### src/rtl/hvac_scheduler.sv
// hvac_scheduler: hysteresis thermostat FSM with minimum run time, lockout and sticky sensor fault.
module hvac_scheduler #(
    parameter int MIN_RUN = 8,
    parameter int LOCKOUT = 4
) (
    input  logic       clk,
    input  logic       rst_n,
    input  logic       enable,
    input  logic       temp_valid,
    input  logic [4:0] temperature,
    input  logic [4:0] setpoint,
    input  logic [1:0] hyst,
    output logic       heating,
    output logic       cooling,
    output logic [1:0] state,
    output logic       fault
);
    typedef enum logic [1:0] {S_IDLE = 2'b00, S_HEAT = 2'b01, S_COOL = 2'b10, S_LOCK = 2'b11} state_t;
    localparam logic [7:0] RUN_LAST  = 8'(MIN_RUN - 1);
    localparam logic [7:0] RUN_MAX   = 8'(MIN_RUN);
    localparam logic [7:0] LOCK_LAST = 8'(LOCKOUT - 1);
    state_t     state_q, state_d;
    logic [7:0] run_q, run_d, lock_q, lock_d;
    logic       fault_q, fault_d, heating_q, cooling_q;
    logic [5:0] t6, sp6, hy6, sum, lo, hi;
    logic       fault_smp, go;
    assign t6        = {1'b0, temperature};
    assign sp6       = {1'b0, setpoint};
    assign hy6       = {4'b0, hyst};
    assign sum       = sp6 + hy6;
    assign lo        = sp6 > hy6 ? sp6 - hy6 : 6'd0;
    assign hi        = sum > 6'd31 ? 6'd31 : sum;
    assign fault_smp = temp_valid && (temperature == 5'd0 || temperature == 5'd31);
    assign go        = enable && !fault_q && !fault_smp && temp_valid;
    always_comb begin
        state_d = state_q;
        fault_d = fault_smp | (fault_q & enable);
        case (state_q)
            S_IDLE: if (go) state_d = t6 < lo ? S_HEAT : t6 > hi ? S_COOL : S_IDLE;
            S_HEAT: if (!enable || fault_smp || (run_q >= RUN_LAST && temp_valid && t6 >= sp6)) state_d = S_LOCK;
            S_COOL: if (!enable || fault_smp || (run_q >= RUN_LAST && temp_valid && t6 <= sp6)) state_d = S_LOCK;
            S_LOCK: if (lock_q == LOCK_LAST) state_d = S_IDLE;
        endcase
        // counters restart on every state change so each run/lockout is timed from its entry edge
        run_d  = state_d != state_q ? 8'd0 : run_q == RUN_MAX ? run_q : run_q + 8'd1;
        lock_d = state_d != state_q ? 8'd0 : lock_q + 8'd1;
    end
    always_ff @(posedge clk or negedge rst_n) begin
        if (!rst_n) begin
            state_q   <= S_IDLE;
            run_q     <= 8'd0;
            lock_q    <= 8'd0;
            fault_q   <= 1'b0;
            heating_q <= 1'b0;
            cooling_q <= 1'b0;
        end else begin
            state_q   <= state_d;
            run_q     <= run_d;
            lock_q    <= lock_d;
            fault_q   <= fault_d;
            heating_q <= state_d == S_HEAT;
            cooling_q <= state_d == S_COOL;
        end
    end
    assign heating = heating_q;
    assign cooling = cooling_q;
    assign state   = state_q;
    assign fault   = fault_q;
endmodule

### config.mk
export PLATFORM = sky130hd
export DESIGN_NAME = hvac_scheduler
export DESIGN_NICKNAME = d
export VERILOG_FILES = /design/src/rtl/hvac_scheduler.sv
export SDC_FILE = /design/constraint.sdc
export NUM_CORES = 1
export LEC_CHECK = 0
export CORE_AREA = 2 2 66 49
export CTS_CLUSTER_SIZE = 20
export DETAILED_ROUTE_END_ITERATION = 10
export DIE_AREA = 0 0 68 51
export DONT_BUFFER_PORTS = 1
export PLACE_DENSITY = 0.79
export SLEW_MARGIN = 20
export SYNTH_ARGS = -nofsm -noshare
export SYNTH_HDL_FRONTEND = slang
export SYNTH_SLANG_ARGS = --single-unit
export TNS_END_PERCENT = 30
### constraint.sdc
create_clock -name clk -period 5.6 [get_ports clk]
set_input_delay 0.84 -clock clk [delete_from_list [all_inputs] [get_ports clk]]
set_output_delay 0.84 -clock clk [all_outputs]
set_load 0.03 [all_outputs]
==> results by group, run 1 <==
Status
  • Outcome: finished clean

Power and ir drop
  • Power Dens Cells: 341 nW/µm²
  • Leakage power: 0.852 nW
  • Peak supply drop: 0.139 mV

Timing
  • Unrepaired setup endpoints after global routing: false
  • Final period utilization: 66.8%
  • Worst clock skew: 5.51 ps
  • Least-Margin Pin Slew: 869 ps
  • Fin. Hold Viols: 0
  • Fmax: 268 MHz
  • Tmin final: 3740 ps
  • Endpoints failing setup: 0
  • Setup TNS Final: 0 ps
  • Worst setup margin: 1860 ps
  • Worst rel slew slack: 42.0%
  • Final Slew Violations: 0

Clock network
  • Post-CTS setup repair buffer count: 0
  • Clock transition at path regs: 80 ps
  • Clk root buf: clkbuf_8
  • Hold_buf cts: 0
  • H-tree Lvls: 1
  • Clock Latency Late Sink: 260 ps
  • TritonCTS clock tree: yes
  • CTS buffer count: 3
  • Post-CTS sizing: 0
  • Clock Path Buffers: 2
  • CTS sink cnt: 21

Floorplanning
  • Die Width: 68 µm
  • I/O pin count: 21
  • Row cnt: 17
  • Die H: 51 µm
  • Die area: 3470 µm²
  • Initial core utilization: 61.0%
  • Core area: 2940 µm²

Routing
  • Post-Route WL: 3.79 mm
  • Via/cell ratio: 6.26
  • DR iter-0 viols: 86
  • Wire per inst: 16.7 µm
  • DRT antenna net count: 0
  • Vias: 1420
  • DR pass1 iterations: 4
  • DRC: 0

Place
  • Gpl congestion: 0.969
  • I/O Buffers: 0
  • Post-Place Setup Slack: 1610 ps
  • Post-DP HPWL: 2.99 mm

Setup path
  • Crit path largest cell delay: 550 ps
  • CP required: 5700 ps
  • Worst path arrival time: 3840 ps
  • CP Capture Type: flop
  • Slowest CP cell: a31oi_4
  • Startpoint types: input pin
  • Critical Path, Cell by Cell: inv_1 > ha_1 > inv_1 > fa_1 > o31ai_1 > ha_1 > and3_1 > a221oi_1 > a32oi_1 > or3b_1 > a31oi_4 > nor3_1
  • Top fanout value on the critical path: 16
  • Setup Crit Path Kind: input pin to flop

Job
  • MaxCap Viol Count: 0

Synth
  • #FFs+latches synth: 21
  • Netlist cell types: 45
  • Syn nets: 229
  • Seq/Total Area, Yosys: 29.4%
  • Mapped Area: 1790 µm²
  • Yosys warning total: 0
  • Post-Syn Area per Cell: 9.42 µm²
  • Synthesized netlist cell count: 190

Min path
  • Worst min path class: input pin to asynchronous set/reset pin

Cells and area
  • Nets: 229
  • Antenna cells: 0
  • Syn-to-layout area delta: 3.22%
  • Layout cell share with drive strength beyond 1: 11.6%
  • Core Util, Final: 62.9%
  • Commonest non-fill, non-tap cells in the layout: 21 x ha_1, 21 x dfrtp_1, 17 x nand2_1, 13 x inv_1, 12 x nand3_1

Global routing
  • Grt ovf: 0
  • Largest net degree at the start of global routing: 22
  • First-pass GRT wire length: 6.44 mm
  • Number of global-route vias before repair: 1385
  • Initial antenna violation count: 0
  • Total GRT Usage: 24.7%
## cells by family (layout without fill, tap and decap cells)
group	Yosys count	count (layout)	synth area share (%)
compound gates	32	32	14.5
xor+xnor	15	15	7.34
fa+ha+maj	23	23	16.9
buf+inv	18	17	4.76
flops	21	21	29.4
mux	1	1	0.559
simple gates	80	80	26.6
## per-stage QoR
| step | cells | cell area (µm²) | power, mW | hold WS [ps] |
|---|---|---|---|---|
| 5_1_grt | 227 | 1850 | 0.681 | 250 |
| 3_5_place_dp | 223 | 1800 | 0.532 | 508 |
| 6_report | 227 | 1850 | 0.629 | 261 |
| 3_3_place_gp | 223 | 1800 | 0.510 | 493 |
| 4_1_cts | 227 | 1850 | 0.633 | 257 |
| 2_1_floorplan | 190 | 1790 | 0.493 | 468 |
## final timing paths
path,depth (start not counted),endpoint,start,slack (ps)
max,12,run_q[2],setpoint[0],1860
min,0,lock_q[3],rst_n,260
max reg2reg,5,run_q[2],run_q[6],3330
min reg2reg,1,lock_q[0],lock_q[0],540
max in group asynchronous,0,run_q[3],rst_n,5260
min in group clk,1,lock_q[0],lock_q[0],540
## report_power, final
group / switching, mW / leakage (nW) / internal [mW] / total (mW)
clock network: 0.0492 / 0.0255 / 0.0496 / 0.0988
registers: 0.0813 / 0.274 / 0.195 / 0.276
logic: 0.151 / 0.553 / 0.104 / 0.254
total: 0.281 / 0.852 / 0.348 / 0.629
## synthesized netlist by cell type (all sizes together)
cell	number	area share [%]
a32o	1	0.56
a2111oi	1	0.49
o21ai	8	2.4
o31a	1	0.49
nand3	12	3.4
nor2b	5	1.7
xnor2	7	3.4
xor2	8	3.9
nor2	7	1.5
a21o	2	0.84
o311ai	1	0.49
nor3b	2	1.1
dfrtp	21	29
a31oi	2	1.5
a21oi	5	1.4
nor4	2	0.70
nand2b	2	0.70
a221oi	1	0.49
or3b	1	0.49
fa	2	2.2
buf	4	1.8
or4	1	0.63
a32oi	1	0.49
a311oi	1	0.49
and2	1	0.35
and3	8	2.8
mux2i	1	0.56
nand2	17	3.6
a211oi	4	2.0
ha	21	15
inv	13	2.7
clkbuf	1	0.21
or2	1	0.35
o221ai	2	2.0
nand4	2	0.70
nor3	18	7.8
or4b	1	0.77
o31ai	2	0.84
## critical path, delay by kind of cell
family,cells,cell delay [ps]
buf+inv,2,110
compound gates,4,1270
fa+ha+maj,3,860
simple gates,3,730
## flip-flops by register name, summed over array words and instances (netlist names)
signal and flops:
lock_q 8, run_q 8, state 2, cooling 1
fault 1, heating 1
## layer usage
metal / share of wire [%] / track usage, % / vias to the layer above / wire length, µm
met5: 0 / 0 / - / 0
met4: 1.3 / 6.67 / 0 / 51
met2: 45 / 36.7 / 42 / 1710
met3: 6.3 / 5.07 / 8 / 240
met1: 47 / 36.1 / 684 / 1780
li1: - / - / 686 / -
## final cells by class
class                      count  area, µm²
tap                           38       47.5
clock buffer                   3       41.3
inverter                      13       48.8
clock inverter                 1       5.00
sequential                    21        526
multi-input combinational    151       1180
fill                         224       1090
Power figures use the tool's default switching activity.
==> run 2: changes to the inputs <==
--- a/config.mk
+++ b/config.mk
@@ -5,12 +5,12 @@
 export SDC_FILE = /design/constraint.sdc
 export NUM_CORES = 1
 export LEC_CHECK = 0
-export CORE_AREA = 2 2 66 49
+export CORE_AREA = 2 2 67 50
 export CTS_CLUSTER_SIZE = 20
 export DETAILED_ROUTE_END_ITERATION = 10
-export DIE_AREA = 0 0 68 51
+export DIE_AREA = 0 0 69 52
 export DONT_BUFFER_PORTS = 1
-export PLACE_DENSITY = 0.79
+export PLACE_DENSITY = 0.77
 export SLEW_MARGIN = 20
 export SYNTH_ARGS = -nofsm -noshare
 export SYNTH_HDL_FRONTEND = slang
==> constraint.sdc (replaced) <==
create_clock -name clk -period 3.8 [get_ports clk]
set_input_delay 0.57 -clock clk [delete_from_list [all_inputs] [get_ports clk]]
set_output_delay 0.57 -clock clk [all_outputs]
set_load 0.03 [all_outputs]
==> run 2 against run 1 <==
Against the previous run: setup slack worse by 1400 ps; routed wire length is 0.79% lower; critical path depth is 1 higher; via count is 2.0% higher; sequential share of layout area is 0.27 points lower; combinational power is 49% higher; sequential power is 48% higher; die area is 3.5% higher; flip-flop and latch count stayed put; register-to-register slack worse by 1800 ps; power is 48% higher; final cell count is 0.88% higher; largest cell class unchanged; largest power group unchanged; highest routed layer unchanged.
==> results by group, run 2 (synthesis results as in run 1) <==
Floorplanning
  • Die area: 3590 µm² (+3.5%)
  • Row cnt: 17 (unchanged)
  • I/O pin count: 21 (unchanged)
  • Core area: 2980 µm² (+1.4%)
  • Initial core utilization: 60.1% (-0.87 points)
  • Die H: 52 µm (+2.0%)
  • Die Width: 69 µm (+1.5%)

Timing
  • Fmax: 299 MHz
  • Worst rel slew slack: 39.9% (-2.1 points)
  • Final period utilization: 88.0%
  • Least-Margin Pin Slew: 898 ps (+29.1 ps)
  • Worst clock skew: 8.84 ps (+3.33 ps)
  • Fin. Hold Viols: 0 (unchanged)
  • Unrepaired setup endpoints after global routing: false
  • Final Slew Violations: 0 (unchanged)
  • Worst setup margin: 455 ps (-1410 ps)
  • Endpoints failing setup: 0 (unchanged)
  • WHS: 456 ps (+195 ps)
  • Setup TNS Final: 0 ps (unchanged)
  • Tmin final: 3350 ps

Clock network
  • Clk root buf: clkbuf_8
  • Clock Path Buffers: 2 (unchanged)
  • CTS buffer count: 3 (unchanged)
  • CTS sink cnt: 21 (unchanged)
  • Post-CTS setup repair buffer count: 0 (unchanged)
  • TritonCTS clock tree: yes
  • Post-CTS sizing: 0 (unchanged)
  • Clock Latency Late Sink: 260 ps (about the same)
  • Hold_buf cts: 1 (+1)
  • H-tree Lvls: 1 (unchanged)
  • Clock transition at path regs: 80 ps (about the same)

Setup path
  • Slowest CP cell: fa_1
  • Top fanout value on the critical path: 16 (unchanged)
  • Crit path largest cell delay: 440 ps (-110 ps)
  • CP required: 3900 ps (-1800 ps)
  • CP Capture Type: flop
  • Setup Crit Path Kind: input pin to flop
  • Startpoint types: input pin
  • Reg2reg start: run_q[6]
  • Worst path arrival time: 3440 ps (-400 ps)
  • Critical Path, Cell by Cell: inv_1 > ha_1 > inv_1 > fa_1 > o31ai_1 > ha_1 > and3_1 > a221oi_1 > a32oi_1 > or3b_1 > a31oi_4 > buf_4 > nor3b_1
  • Worst setup path start: setpoint[0]

Status
  • Outcome: finished clean

Global routing
  • Total GRT Usage: 23.1% (-1.6 points)
  • Grt ovf: 0 (unchanged)
  • Largest net degree at the start of global routing: 22 (unchanged)
  • Number of global-route vias before repair: 1352 (-2.4%)
  • Initial antenna violation count: 0 (unchanged)
  • First-pass GRT wire length: 6.46 mm (+0.22%)

Place
  • Post-DP HPWL: 2.99 mm (+0.13%)
  • Gpl congestion: 1.01 (+3.8%)
  • I/O Buffers: 0 (unchanged)
  • Post-Place Setup Slack: 208 ps (-1400 ps)

Routing
  • Post-Route WL: 3.76 mm (-0.79%)
  • Vias: 1449 (+2.0%)
  • Via/cell ratio: 6.33 (+1.2%)
  • DR pass1 iterations: 5 (+1)
  • DR iter-0 viols: 152 (+77%)
  • DRC: 0 (unchanged)
  • Wire per inst: 16.4 µm (-1.7%)
  • DRT antenna net count: 0 (unchanged)

Power and ir drop
  • Power Dens Cells: 499 nW/µm² (+46%)
  • Peak supply drop: 0.253 mV (+83%)
  • Logic gate share of total power: 40.7% (+0.3 points)
  • Fraction of power consumed by the clock network: 15.5% (-0.2 points)
  • Leakage power: 0.862 nW (+1.1%)
  • Sequential power share: 43.9% (about the same)
  • Power after layout: 0.929 mW (+48%)
  • Internal Pwr Total: 0.515 mW (+48%)
  • Switching Fraction: 44.6% (-0.091 points)
  • Psw: 0.414 mW (+47%)

Cells and area
  • Antenna cells: 0 (unchanged)
  • Commonest non-fill, non-tap cells in the layout: 21 x ha_1, 21 x dfrtp_1, 17 x nand2_1, 13 x inv_1, 12 x nand3_1
  • Syn-to-layout area delta: 4.20%
  • Nets: 231 (+0.87%)
  • Fill cell count: 254 (+13%)
  • Layout cell share with drive strength beyond 1: 12.0% (+0.40 points)

Min path
  • Hold Path Origin: enable
  • Worst min path class: input pin to flop

Job
  • MaxCap Viol Count: 0 (unchanged)
==> run 2: cell types whose count changed in the layout (fill, tap and decap cells not counted), sizes merged <==
cell,change
buf,+1
dlygate4sd3,+1
==> run 2: power by group through the flow <==
stage / Clock [mW] / Combinational [mW] / Sequential [mW]
after detailed placement: 0 / 0.377 / 0.411
after floorplan: 0 / 0.343 / 0.383
after CTS: 0.148 / 0.384 / 0.407
after global placement: 0 / 0.356 / 0.405
after global routing: 0.156 / 0.433 / 0.417
final: 0.144 / 0.378 / 0.408
==> run 2: per-layer routing <==
layer | routed length, µm | part of all wire [%] | track usage, % | vias to the layer above
met3 | 329 | 8.8 | 6.01 | 5
met2 | 1640 | 44 | 34.0 | 51
met4 | 27 | 0.72 | 5.56 | 0
li1 | - | - | - | 685
met5 | 0 | 0 | 0 | -
met1 | 1760 | 47 | 33.8 | 708
==> run 2: critical path: cells and delay by family <==
| family | cells | cell delay (ps) |
|---|---|---|
| buf+inv | 3 | 370 |
| fa+ha+maj | 3 | 860 |
| compound gates | 4 | 960 |
| simple gates | 3 | 680 |
==> run 2: worst paths after layout <==
path,endpoint,slack (ps),cells after the start
setup / recovery,lock_q[1],450,13
min in group asynchronous,state[1],880,1
setup reg to reg,lock_q[1],1530,5
hold reg to reg,lock_q[0],510,1
max in group asynchronous,run_q[0],2360,1
hold / removal,fault,460,2
==> run 2: final cells by class <==
cell class,count,area (µm²),area share (%)
multi-input cells,151,1180,63.2
flip-flops and latches,21,526,28.2
inverters,13,48.8,2.62
well taps,38,47.5,2.55
clock buffers,3,41.3,2.21
repair buffers,2,17.5,0.940
clock inverters,1,5.00,0.268
==> run 2: per-stage QoR <==
stage | util, % | area (µm²) | std cells
floorplan | - | 1790 | 190
global placement | 60.7 | 1810 | 224
global route | 62.6 | 1860 | 229
detailed placement | 60.7 | 1810 | 224
CTS | 62.6 | 1860 | 229
finish | 62.6 | 1860 | 229
==> run 3: changes to the inputs <==
--- a/config.mk
+++ b/config.mk
@@ -5,12 +5,14 @@
 export SDC_FILE = /design/constraint.sdc
 export NUM_CORES = 1
 export LEC_CHECK = 0
+export ABC_AREA = 1
 export CORE_AREA = 2 2 67 50
+export CTS_BUF_LIST = sky130_fd_sc_hd__clkbuf_4 sky130_fd_sc_hd__clkbuf_8
 export CTS_CLUSTER_SIZE = 20
 export DETAILED_ROUTE_END_ITERATION = 10
 export DIE_AREA = 0 0 69 52
 export DONT_BUFFER_PORTS = 1
-export PLACE_DENSITY = 0.77
+export PLACE_DENSITY = 0.78
 export SLEW_MARGIN = 20
 export SYNTH_ARGS = -nofsm -noshare
 export SYNTH_HDL_FRONTEND = slang
==> run 3 against run 2 <==
Against the previous run: clock power is essentially flat; non-clock buffer count fell by 1; worst hold slack lost 33 ps; sequential power shrank 5.9%; power grew 1.9%; final cell count grew 24%; routed wire length fell by 8.9%; clock skew decreased by 4.9 ps; flip-flop and latch count stayed put; setup slack better by 530 ps; register-to-register slack improved by 500 ps; critical path depth grew 9; critical path type unchanged.
==> results by group, run 3 <==
Cells and area
  • Commonest non-fill, non-tap cells in the layout: 54 x nand2_1, 41 x inv_1, 30 x nor2_1, 21 x ha_1, 21 x dfrtp_1
  • Nets: 287 (+24%)
  • Antenna cells: 0 (unchanged)
  • Commonest non-fill, non-tap cell in the layout: nand2_1
  • Layout cell share with drive strength beyond 1: 10.1% (-1.9 points)
  • Syn-to-layout area delta: 3.99%

Min path
  • Worst min path class: input pin to flop
  • Hold endpoint: fault
  • Hold Crit Depth: 2 (unchanged)
  • Hold Path Origin: enable

Power and ir drop
  • Sequential power share: 40.6% (-3.3 points)
  • Psw: 0.441 mW (+6.6%)
  • Logic gate share of total power: 44.1% (+3.4 points)
  • Peak supply drop: 0.500 mV (+97%)
  • Power Dens Cells: 500 nW/µm² (+0.30%)
  • Fraction of power consumed by the clock network: 15.3% (-0.2 points)
  • Internal Pwr Total: 0.505 mW (-1.9%)
  • Leakage power: 0.982 nW (+14%)
  • Switching Fraction: 46.6% (+2.1 points)

Timing
  • Worst clock skew: 3.98 ps (-4.87 ps)
  • Endpoints failing setup: 0 (unchanged)
  • Final period utilization: 74.0% (-14 points)
  • Worst rel slew slack: 37.8% (-2.2 points)
  • Worst setup margin: 988 ps (+533 ps)
  • Least-Margin Pin Slew: 931 ps (+32.3 ps)
  • Unrepaired setup endpoints after global routing: false
  • Fin. Hold Viols: 0 (unchanged)
  • Fmax: 356 MHz (+19%)
  • Tmin final: 2810 ps (-533 ps)
  • Setup TNS Final: 0 ps (unchanged)
  • Final Slew Violations: 0 (unchanged)

Setup path
  • Crit path largest cell delay: 300 ps (-140 ps)
  • Startpoint types: input pin
  • Reg-to-reg endpoint: run_q[3]
  • Top fanout value on the critical path: 16 (unchanged)
  • Critical Path, Cell by Cell: inv_1 > ha_1 > nor2_1 > nand2_1 > nand2_1 > inv_1 > nor2_1 > inv_1 > nor2_1 > nor2_1 > ha_1 > inv_1 > o21bai_1 > nand3_1 > nand3_1 > nand2_1 > nor2_1 > nand2_1 > nand2_1 > nand3_2 > nand3_4 > nor2_1
  • Worst path arrival time: 2960 ps (-480 ps)
  • R2R cell count: 9 (+4)
  • CP required: 3950 ps (+50 ps)
  • CP delay by family, top: simple AND/OR/NAND/NOR gates
  • Most frequent CP cell: nor2_1
  • Reg2reg start: lock_q[0]
  • Slowest CP cell: ha_1
  • Worst Path Buf+Inv: 4 (+1)
  • CP Capture Type: flop
  • Setup Crit Path Kind: input pin to flop
  • R2R setup slack: 2030 ps (+500 ps)

Status
  • Outcome: finished clean

Synth
  • Top_reg_cell synth: dfrtp_1
  • Post-synth EDFFs: 0 (unchanged)
  • Asr flop ratio synth: 100% (unchanged)
  • Fraction of synthesized cell area in xor and xnor cells: 5.77% (-1.6 points)
  • Largest cells by area after synthesis: dfrtp_1 29%, ha_1 14%, nand2_1 11%
  • Largest family of logic cells by synthesized area: simple AND/OR/NAND/NOR gates
  • Area leader, netlist: dfrtp_1
  • Mapped Area: 1820 µm² (+1.7%)
  • #FFs+latches synth: 21 (unchanged)
  • Post-Syn Area per Cell: 7.46 µm² (-21%)
  • Adder-cell share of the synthesized area: 16.6% (-0.29 points)
  • Post-synth top cells: 54 x nand2_1, 41 x inv_1, 30 x nor2_1
  • Seq/Total Area, Yosys: 28.9% (-0.50 points)
  • Post-synthesis compound-gate area fraction: 6.05% (-8.4 points)
  • Syn nets: 283 (+24%)
  • Post-synth top area share: 28.9% (-0.50 points)
  • Multiplexer share of the synthesized area: 0% (-0.56 points)
  • Simple-gate portion of the synthesized area: 32.5% (+5.9 points)
  • Count leader, synth: nand2_1
  • Yosys warning total: 0 (unchanged)
  • Netlist cell types: 26 (-42%)
  • Synthesized netlist cell count: 244 (+28%)

Clock network
  • CTS buffer count: 3 (unchanged)
  • Post-CTS sizing: 0 (unchanged)
  • TritonCTS clock tree: yes
  • Clock transition at path regs: 80 ps (about the same)
  • Clk root buf: clkbuf_8
  • CTS sink cnt: 21 (unchanged)
  • Clock Path Buffers: 2 (unchanged)
  • Post-CTS setup repair buffer count: 0 (unchanged)
  • Clock Latency Late Sink: 260 ps (about the same)
  • H-tree Lvls: 1 (unchanged)

Global routing
  • Initial antenna violation count: 0 (unchanged)
  • Total GRT Usage: 21.2% (-1.9 points)
  • First-pass GRT wire length: 5.91 mm (-8.4%)
  • Grt ovf: 0 (unchanged)
  • Number of global-route vias before repair: 1325 (-2.0%)
  • Largest net degree at the start of global routing: 22 (unchanged)

Place
  • Gpl congestion: 0.861 (-14%)
  • I/O Buffers: 0 (unchanged)
  • Post-Place Setup Slack: 751 ps (+543 ps)
  • Post-DP HPWL: 2.78 mm (-7.2%)

Routing
  • Via/cell ratio: 5.01 (-21%)
  • Post-Route WL: 3.43 mm (-8.9%)
  • DR iter-0 viols: 69 (-55%)
  • DR pass1 iterations: 4 (-1)
  • DRT antenna net count: 0 (unchanged)
  • DRC: 0 (unchanged)
  • Wire per inst: 12.0 µm (-27%)
  • Vias: 1429 (-1.4%)

Floorplanning
  • Core area: 2980 µm² (unchanged)
  • Die area: 3590 µm² (unchanged)
  • Initial core utilization: 61.1% (+1.1 points)
  • Die Width: 69 µm (unchanged)
  • I/O pin count: 21 (unchanged)
  • Die H: 52 µm (unchanged)
  • Row cnt: 17 (unchanged)

Job
  • MaxCap Viol Count: 0 (unchanged)
-- run 3: timing repair --
action	4_1_cts	5_1_grt
setup endpoints to repair	0	0
hold buffers	1	0
hold endpoints to repair	21	0
-- run 3: final cells by class --
cell class	count	area [µm²]
repair buffers	1	10.0
multi-input cells	180	1110
clock buffers	3	41.3
fillers	273	1080
flip-flops and latches	21	526
well taps	38	47.5
clock inverters	1	5.00
inverters	41	154
-- run 3: power by group through the flow --
stage / combinational [mW] / sequential, mW / clock (mW)
global route: 0.472 / 0.390 / 0.162
finish: 0.417 / 0.384 / 0.145
CTS: 0.420 / 0.384 / 0.149
floorplan: 0.399 / 0.372 / 0
global placement: 0.407 / 0.386 / 0
detailed placement: 0.413 / 0.387 / 0
-- run 3: how the worst max path moves through the flow --
| stage | slack [ps] | end | start | cells after the start |
|---|---|---|---|---|
| finish | 990 | run_q[3] | hyst[1] | 22 |
| global route | 680 | run_q[6] | hyst[1] | 22 |
| CTS | 1020 | run_q[3] | hyst[1] | 22 |
| detailed placement | 750 | run_q[7] | hyst[1] | 22 |
| global placement | 770 | lock_q[1] | hyst[1] | 22 |
| floorplan | 1030 | lock_q[6] | hyst[1] | 23 |
-- run 3: logic make-up (layout without fill, tap and decap cells) --
family | after synthesis | after routing
simple gates | 126 | 126
buf+inv | 43 | 46
fa+ha+maj | 23 | 23
flops | 21 | 21
compound gates | 19 | 19
xor+xnor | 12 | 12
-- run 3: worst register-to-register path: stages (launching register included) --
cell and delay (ps):
dfrtp_1 390, ha_1 210, nand2_1 60, nor3_1 130, nand3_1 90, nor2_1 220, a21oi_1 110, nand3_2 110
nand3_4 220, nor2_1 160
-- run 3: metrics by stage --
| stage | power, mW | instances | utilization, % | cell area (µm²) | hold slack, ps |
|---|---|---|---|---|---|
| after floorplan | 0.770 | 244 | - | 1820 | 274 |
| after global placement | 0.793 | 280 | 61.7 | 1840 | 275 |
| after detailed placement | 0.800 | 280 | 61.7 | 1840 | 275 |
| after CTS | 0.953 | 285 | 63.6 | 1890 | 419 |
| after global routing | 1.02 | 285 | 63.6 | 1890 | 413 |
| final | 0.947 | 285 | 63.6 | 1890 | 423 |
-- run 3: routing by layer --
layer	global-route usage (%)	part of all wire, %
met1	30.8	57
met2	31.6	39
met3	4.46	3.0
met4	6.86	1.3
met5	0	0
